File: config.mk
export PLATFORM = sky130hd
export DESIGN_NAME = act_dispatch
export DESIGN_NICKNAME = d
export VERILOG_FILES = /design/src/rtl/act_dispatch.sv
export SDC_FILE = /design/constraint.sdc
export NUM_CORES = 1
export LEC_CHECK = 0
export CORE_ASPECT_RATIO = 2
export CORE_UTILIZATION = 50
export CTS_BUF_LIST = sky130_fd_sc_hd__clkbuf_8 sky130_fd_sc_hd__clkbuf_16
export DETAILED_ROUTE_END_ITERATION = 16
export PLACE_DENSITY = 0.92
export SLEW_MARGIN = 20
export SYNTH_ARGS = -nofsm -noshare
export SYNTH_HDL_FRONTEND = slang
export SYNTH_SLANG_ARGS = --single-unit
File: constraint.sdc
create_clock -name CLK -period 2.3 [get_ports CLK]
set_input_delay 0.46 -clock CLK [delete_from_list [all_inputs] [get_ports CLK]]
set_output_delay 0.46 -clock CLK [all_outputs]
set_load 0.01 [all_outputs]
File: src/rtl/act_dispatch.sv
// Issue stage for the sigmoid/tanh activation unit: latches a job descriptor,
// then streams LEN data words through a one-entry registered output stage.
module act_dispatch #(
  parameter int DATA_W = 16,
  parameter int LEN_W  = 10
) (
  input  logic              CLK,
  input  logic              RST_N,
  input  logic              START,
  input  logic              OP_SEL,
  input  logic [LEN_W-1:0]  LEN,
  input  logic [DATA_W-1:0] DIN,
  input  logic              DIN_VLD,
  output logic              DIN_RDY,
  input  logic              STALL,
  output logic              ACT_EN,
  output logic              FUNC_SEL,
  output logic [DATA_W-1:0] DOUT,
  output logic [LEN_W-1:0]  IDX,
  output logic              BUSY,
  output logic              DONE
);

  typedef enum logic [1:0] {IDLE, RUN, DRAIN, FIN} state_t;

  localparam logic [LEN_W-1:0] CNT_ONE = LEN_W'(1);

  state_t            state_reg, state_next;
  logic [LEN_W-1:0]  len_reg;
  logic [LEN_W-1:0]  cnt_reg;
  logic              act_en_reg;
  logic              func_sel_reg;
  logic [DATA_W-1:0] dout_reg;
  logic [LEN_W-1:0]  idx_reg;

  logic consume;
  logic accept;
  logic last_accept;
  logic start_ok;

  assign consume     = act_en_reg & ~STALL;
  assign accept      = DIN_VLD & DIN_RDY;
  // cnt_reg < len_reg whenever accept is high, so the increment cannot wrap
  assign last_accept = accept && ((cnt_reg + CNT_ONE) == len_reg);
  assign start_ok    = (state_reg == IDLE) && START;

  always_ff @(posedge CLK or negedge RST_N) begin
    if (!RST_N) state_reg <= IDLE;
    else        state_reg <= state_next;
  end

  always_comb begin
    state_next = state_reg;
    case (state_reg)
      IDLE:    if (START) state_next = (LEN != '0) ? RUN : FIN;
      RUN:     if (last_accept) state_next = DRAIN;
      DRAIN:   if (consume) state_next = FIN;
      FIN:     state_next = IDLE;
      default: state_next = IDLE;
    endcase
  end

  always_comb begin
    DIN_RDY = 1'b0;
    BUSY    = 1'b1;
    DONE    = 1'b0;
    case (state_reg)
      IDLE:    BUSY = 1'b0;
      // accept only when the output slot is empty or being vacated this cycle
      RUN:     DIN_RDY = (cnt_reg < len_reg) && (!act_en_reg || !STALL);
      DRAIN:   DIN_RDY = 1'b0;
      FIN:     DONE = 1'b1;
      default: BUSY = 1'b0;
    endcase
  end

  always_ff @(posedge CLK or negedge RST_N) begin
    if (!RST_N) begin
      len_reg      <= '0;
      cnt_reg      <= '0;
      act_en_reg   <= 1'b0;
      func_sel_reg <= 1'b0;
      dout_reg     <= '0;
      idx_reg      <= '0;
    end else begin
      if (start_ok) begin
        func_sel_reg <= OP_SEL;
        len_reg      <= LEN;
        cnt_reg      <= '0;
      end
      if (accept) begin
        act_en_reg <= 1'b1;
        dout_reg   <= DIN;
        idx_reg    <= cnt_reg;
        cnt_reg    <= cnt_reg + CNT_ONE;
      end else if (consume) begin
        act_en_reg <= 1'b0;
      end
    end
  end

  assign ACT_EN   = act_en_reg;
  assign FUNC_SEL = func_sel_reg;
  assign DOUT     = dout_reg;
  assign IDX      = idx_reg;

endmodule
==> impl_metrics.env <==
export IMPL_final_common_cell="nand2_1"
export IMPL_fin_util_pct=74.1
export IMPL_timing_final_ws_setup_ns=-0.0687
export IMPL_vias=2544
export IMPL_path_cells="ha_1 > nor2b_4 > o211ai_1 > a41o_1 > and3_4 > buf_6"
export IMPL_clk_latency_ns=0.32
export IMPL_synthCells=282
export IMPL_die_w_um=54.1
export IMPL_root_buffer="clkbuf_8"
export IMPL_synth_cell_types=55
export IMPL_antenna_cells=0
export IMPL_drtIter0Drc=94
export IMPL_cts_sinks=50
export IMPL_rsz0062_at_grt="true"
export IMPL_dieArea_um2=5740
export IMPL_antenna_found_initial=0
export IMPL_period_minus_slack_ns=2.37
export IMPL_vdd_drop_max_mv=0.835
export IMPL_yosys_area_top_type="dfrtp_1"
export IMPL_rows=37
export IMPL_yosysTopAreaCellShare_pct=46.1
export IMPL_min_period_over_period_pct=103
export IMPL_tns_ns=-0.0783
export IMPL_status="complete, but fails checks"
export IMPL_largest_reg_flops=16
export IMPL_worstMarginPinSlew_ns=0.648
export IMPL_placed_area_um2=3620
export IMPL_leakagePower_nw=1.88
export IMPL_grt_util_all_layers_pct=29.2
export IMPL_fin_area_um2=3840
export IMPL_fill_cells=326
export IMPL_pre_cts_ws_ns=-0.119
export IMPL_start_util_pct=52.3
export IMPL_clock_path_buffers=2
export IMPL_synth_seq_cells=50
export IMPL_port_buffers=62
export IMPL_core_area_um2=5180
export IMPL_hold_class="in2async"
export IMPL_first_global_vias=2474
export IMPL_nets=426
export IMPL_overflow=0
export IMPL_ant_nets=0
export IMPL_layout_common_cells="82 x nand2_1, 60 x clkdlybuf4s50_1, 50 x dfrtp_1"
export IMPL_relSlewSlack_pct=56.8
export IMPL_drive_above_1_share_pct=22.7
export IMPL_syn_avg_cell_area_um2=9.62
export IMPL_dieHeight_um=106
export IMPL_synth_area_leaders="dfrtp_1 46%, nand2_1 11%, ha_1 7.4%, mux2_2 4.6%, o21ai_0 2.6%"
export IMPL_cts_htree_levels=2
export IMPL_violations="negative setup slack"
export IMPL_start_kind="flop"
export IMPL_place_congestion=0.921
export IMPL_ys_flop_type="dfrtp_1"
export IMPL_grt_pass1_wl_um=12000
export IMPL_wl_per_cell_um=17.5
export IMPL_multi_input_area_um2=1450
export IMPL_path_max_fanout=2
export IMPL_setup_violations=2
export IMPL_regArea_um2=1250
export IMPL_clock_fmax_mhz=422
export IMPL_critPathMaxStageDelay_ns=0.40
export IMPL_critPathKind="reg2out"
export IMPL_synth_area_um2=2710
export IMPL_ios=63
export IMPL_avgViaCountPerCell=5.82
export IMPL_ys_warn_count=0
export IMPL_critPathArrivalTime_ns=1.91
export IMPL_crit_path_top_delay_cell="dfrtp_1"
export IMPL_cts_tree="yes"
export IMPL_seq_area_frac_synth_pct=46.1
export IMPL_endpoint_kind="output pin"
export IMPL_drc_errors=0
export IMPL_fin_skew_ns=0.00404
export IMPL_grt_max_degree=51
export IMPL_cp_required_ns=1.84
export IMPL_cellPowerDensity_nw_per_um2=1100
export IMPL_max_cap_viol_count=0
export IMPL_final_hold_violation_count=0
export IMPL_synth_edf_count=0
export IMPL_routed_wl_um=7660
export IMPL_cts_clk_slew_worst_paths_ns=0.09
export IMPL_synth_fp_nets=330
export IMPL_dp_hpwl_um=5100
export IMPL_drtPass1Iterations=4
export IMPL_numCtsBuffers=5
export IMPL_syn_to_final_growth_pct=41.7
export IMPL_async_reset_ff_share_pct=100
export IMPL_finalMaxSlewViolations=0
-- cell families after synthesis --
| logic type | synth area share (%) |
|---|---|
| DFF | 46.1 |
| buffers and inverters | 4.10 |
| muxes | 5.86 |
| xor gates and xnor gates | 3.55 |
| AOI/OAI and AO/OA | 10.0 |
| adders and majority gates | 7.38 |
| and+or+nand+nor | 23.0 |
-- metrics by stage --
step                      total power, mW  std cells  hold WS (ns)
final                                4.23        437         0.234
after detailed placement             3.41        426         0.462
after global placement               3.31        426         0.456
after CTS                            4.12        439         0.260
after global routing                 4.45        437         0.305
after floorplan                      2.41        282         0.164
-- area by class of cell --
class                           instances  area share [%]
Clock inverter                          2           0.228
Sequential cell                        50            32.6
Multi-Input combinational cell        205            37.6
Timing Repair Buffer                   99            23.9
Tap cell                               58            1.89
Clock buffer                            6            2.15
Inverter                               17            1.66
-- power breakdown --
group / total, mW / switching [mW] / leakage, nW / internal (mW)
clock: 0.543 / 0.304 / 0.0524 / 0.239
sequential: 1.33 / 0.165 / 0.643 / 1.17
combinational: 2.35 / 1.14 / 1.19 / 1.21
-- synth_stat cells (all sizes together) (3+ instances only) --
master,n
nor3b,4
nor2,7
ha,16
inv,17
mux2,12
a21o,5
xnor2,8
xor2,3
and2,3
and3,7
buf,9
o21ai,15
nand3,5
dfrtp,50
nor4,3
nand2,83
-- metal layers --
metal,track usage [%],part of all wire [%],up-vias
met5,0,0,-
met4,16.3,5.9,0
met3,5.58,5.4,37
met2,49.5,54,133
met1,32.2,34,1226
li1,-,-,1148
-- final timing paths --
kind / from / end / slack (ns) / depth (start not counted)
worst max-delay path: cnt_reg[1]$_DFFE_PN0P_ / DIN_RDY / -0.07 / 6
worst min register to register: DOUT[3]$_DFFE_PN0P_ / DOUT[3]$_DFFE_PN0P_ / 0.48 / 2
min in group CLK: DOUT[3]$_DFFE_PN0P_ / DOUT[3]$_DFFE_PN0P_ / 0.48 / 2
worst max register to register: cnt_reg[1]$_DFFE_PN0P_ / cnt_reg[4]$_DFFE_PN0P_ / -0.01 / 10
max in group asynchronous: RST_N / cnt_reg[4]$_DFFE_PN0P_ / 1.62 / 2
worst min-delay path: RST_N / FUNC_SEL$_DFFE_PN0P_ / 0.23 / 2
-- worst max-delay path, delay by kind of cell, from the launching register on --
family	cells	cell delay, ns
adder cells (fa/ha/maj)	1	0.31
buffers and inverters	1	0.10
AND/OR/NAND/NOR	2	0.33
AO/OA/AOI/OAI	2	0.46
flip-flops	1	0.40
-- timing repair --
action / in CTS / in global routing
cloned: 1 / 0
gates resized for setup: 19 / 17
setup endpoints to repair: 4 / 33
pin swaps: 13 / 6
buffers inserted: 4 / 1
hold buffers: 0 / 0
No activity file was read; power rests on OpenSTA's default activity.
==> edit 1, RTL diff (config.mk and constraints unchanged) <==
`DATA_W`: 16 -> 12.
--- a/src/rtl/act_dispatch.sv
+++ b/src/rtl/act_dispatch.sv
@@ -2,5 +2,5 @@
 // then streams LEN data words through a one-entry registered output stage.
 module act_dispatch #(
-  parameter int DATA_W = 16,
+  parameter int DATA_W = 12,
   parameter int LEN_W  = 10
 ) (
Interface: changed (resized DIN and DOUT); port bits go from 63 to 55. No check against the original RTL was run, so the function may have changed too.
==> edit 1 against the original RTL <==
Clock power decreased by 14%. Non-clock buffer count fell by 20. Synthesized area is 8.4% lower. Worst setup slack improved by 0.078 ns. Routed wire length shrank 17%. Cell area shrank 13%. Power shrank 15%. Sequential cell count shrank 4.
==> edit 1: results (changes against the original RTL) <==
.. list-table::
   :header-rows: 1

   * - Metric
     - Value
   * - Cell leakage power
     - 1.680 nW (was 1.881 nW)
   * - Global Route met1 Usage
     - 27.16% (was 32.24%)
   * - Run status
     - completed (was complete, but fails checks)
   * - Maximum number of pins on one net before global-route repair
     - 47 (was 51)
   * - Relative slew margins
     - 60.26% (was 56.80%)
   * - Met2 routed wirelength
     - 3587 um (was 4160 um)
   * - Average via count per standard cell
     - 5.492 (was 5.822)
   * - Final net count
     - 381 (was 426)
   * - Worst setup skew after layout
     - 0.004675 ns (was 0.004044 ns)
   * - Via count
     - 2164 (was 2544)
   * - Number of distinct library cells after synthesis
     - 43 (was 55)
   * - Gate count after technology mapping
     - 262 (was 282)
   * - Max Fanout on Critical Path
     - 8 (was 2)
   * - Synth top area cells
     - dfrtp_1, nand2_1, ha_1, mux2_2, xnor2_1 (was dfrtp_1, nand2_1, ha_1, mux2_2, o21ai_0)
   * - Sequential cell area
     - 1151 sq um (was 1251 sq um)
   * - Number of cells upsized or downsized after cts
     - 8 (was 19)
   * - Max reg flops
     - 12 (was 16)
   * - Setup slack of the worst register-to-register path
     - 0.009 ns (was -0.01 ns)
   * - Non-clk bufs
     - 79 (was 99)
   * - M3 GR Usage
     - 4.204% (was 5.579%)
   * - IR drop worst, VDD
     - 0.9021 mV (was 0.8351 mV)
   * - Post-Place Setup Slack
     - -0.1522 ns (was -0.1187 ns)
   * - Post-Syn Area
     - 2485 sq um (was 2713 sq um)
   * - Multi-input gate share of the layout cell area
     - 37.84% (was 37.63%)
   * - Filler cell count in the final layout
     - 321 (was 326)
   * - Length of routed met3 wiring
     - 212 um (was 410 um)
==> edit 1: cell count changes after synthesis, moves of 2 or more <==
cell     unedited run  this run
inv_1              17        14
xnor2_1             8        12
a21o_1              4         6
o21ai_0            14        10
and3_4              2         0
dfrtp_1            50        46
buf_4               0         2
nor3_1              1         3
buf_2               8         3
nand2_1            83        74
buf_1               1         3
==> edit 1: report_power, final <==
part / internal (mW) / total (mW) / leakage, nW / switching [mW]
Sequential: 1.07 / 1.23 / 0.593 / 0.161
Clock: 0.201 / 0.465 / 0.0466 / 0.265
Combinational: 0.953 / 1.91 / 1.04 / 0.952
==> edit 1: logic make-up (layout without fill, tap and decap cells) <==
family | after synthesis | count (layout) | synth area share (%)
and+or+nand+nor | 115 | 115 | 21.15
muxes | 13 | 13 | 5.791
adders and majority gates | 16 | 16 | 8.056
xor gates and xnor gates | 15 | 15 | 5.287
DFF | 46 | 46 | 46.32
AOI/OAI and AO/OA | 32 | 32 | 8.862
buffers and inverters | 25 | 100 | 4.531
==> edit 2, RTL diff (config.mk and constraints unchanged) <==
Without the edit above. Reset style: synchronous (`RST_N`), changed in 2 clocked blocks.
--- a/src/rtl/act_dispatch.sv
+++ b/src/rtl/act_dispatch.sv
@@ -45,5 +45,5 @@
   assign start_ok    = (state_reg == IDLE) && START;
 
-  always_ff @(posedge CLK or negedge RST_N) begin
+  always_ff @(posedge CLK) begin
     if (!RST_N) state_reg <= IDLE;
     else        state_reg <= state_next;
@@ -75,5 +75,5 @@
   end
 
-  always_ff @(posedge CLK or negedge RST_N) begin
+  always_ff @(posedge CLK) begin
     if (!RST_N) begin
       len_reg      <= '0;
Function: differs if RST_N is asserted again (counterexample within 4 cycles, from zero or initial values and one cycle with RST_N low); with RST_N held inactive, the same outputs for 10 cycles.
==> edit 2 against the original RTL <==
Synthesized area fell by 3.8%. First-iteration DRC count rose by 38%. Register-to-register slack got worse by 0.16 ns. Count of clock-buffer cells in the layout did not move. Sequential cell count did not move. Power fell by 31%. Routed wire length rose by 34%. The flow still finishes with violations (setup timing). Cell area rose by 4.3%. Global-route usage rose by 4.8 points. Worst setup slack got worse by 0.10 ns.
==> edit 2: results (changes against the original RTL) <==
.. list-table::
   :header-rows: 1

   * - Metric
     - Value
   * - Syn avg cell area
     - 8.388 sq um (was 9.619 sq um)
   * - Crit Reg-Reg Startpoint
     - cnt_reg[8]$_SDFFE_PN0P_ (was cnt_reg[1]$_DFFE_PN0P_)
   * - Placed Instances
     - 457 (was 426)
   * - Number of nets in the synthesized netlist
     - 359 (was 330)
   * - Sequential cell area fraction in the yosys report
     - 38.37% (was 46.13%)
   * - Kind of path behind the tightest hold check
     - flop to flop (was input port to asynchronous set/reset pin)
   * - Global-route met2 utilization
     - 58.59% (was 49.47%)
   * - Max Fanout on Critical Path
     - 8 (was 2)
   * - Share of the synthesized area in compound gates (AO/OA/AOI/OAI)
     - 13.53% (was 10.01%)
   * - Violations in the final reports
     - setup timing (unchanged)
   * - Fraction of cell area in non-clock buffers
     - 28.63% (was 23.89%)
   * - TritonRoute pass-1 iters
     - 5 (was 4)
   * - Routability congestion estimate from global placement
     - 0.8887 (was 0.9206)
   * - Number of distinct library cells after synthesis
     - 47 (was 55)
   * - Final cell count without fillers
     - 481 (was 437)
   * - Total setup violations reported at the end of the flow
     - 31 (was 2)
   * - IR drop worst, VDD
     - 0.6998 mV (was 0.8351 mV)
   * - Worst Setup Slack, final
     - -0.1734 ns (was -0.06867 ns)
   * - Capture point of the worst path
     - IDX[4]$_SDFFE_PN0P_ (was DIN_RDY)
   * - Post-synthesis xor/xnor area fraction
     - 3.309% (was 3.552%)
   * - Ratio of cells with drive above 1 in the final layout
     - 26.42% (was 22.69%)
   * - Worst setup skew after layout
     - 0.002974 ns (was 0.004044 ns)
   * - Run status
     - complete, but fails checks (unchanged)
   * - Relative slew margins
     - 64.50% (was 56.80%)
   * - Global-route wire length before repair
     - 13720 um (was 11960 um)
   * - Total cell area at the placement stage
     - 3597 sq um (was 3623 sq um)
   * - Sum of negative setup slack
     - -1.717 ns (was -0.07834 ns)
   * - Number of logic inverters in the finished layout
     - 18 (was 17)
## edit 2: cell types whose count changed after synthesis, sizes merged, moves of 22 or more
cell,unedited run,this run
nand2,83,30
dfrtp,50,0
dfxtp,0,50
nor2,7,38
a21oi,1,30
mux2i,2,24
## edit 2: routing by layer
layer  vias to the layer above  routed length [um]  part of all wire [%]
met5                         -                   0                     0
li1                       1300                   -                     -
met1                      1394                3259                    32
met4                         0                 839                   8.1
met3                        87                 701                   6.8
met2                       207                5499                    53
## edit 2: critical path: cells and delay by family, from the launching register on
| kind | cells | cell delay, ns |
|---|---|---|
| AO/OA/AOI/OAI | 2 | 0.35 |
| AND/OR/NAND/NOR | 3 | 0.36 |
| buffers and inverters | 5 | 0.72 |
| multiplexers | 1 | 0.24 |
| flip-flops | 1 | 0.45 |
| adder cells (fa/ha/maj) | 1 | 0.25 |
## edit 2: power by group
part	internal [mW]	switching (mW)
clock network	0.248	0.319
logic	0.671	0.663
registers	0.959	0.0574
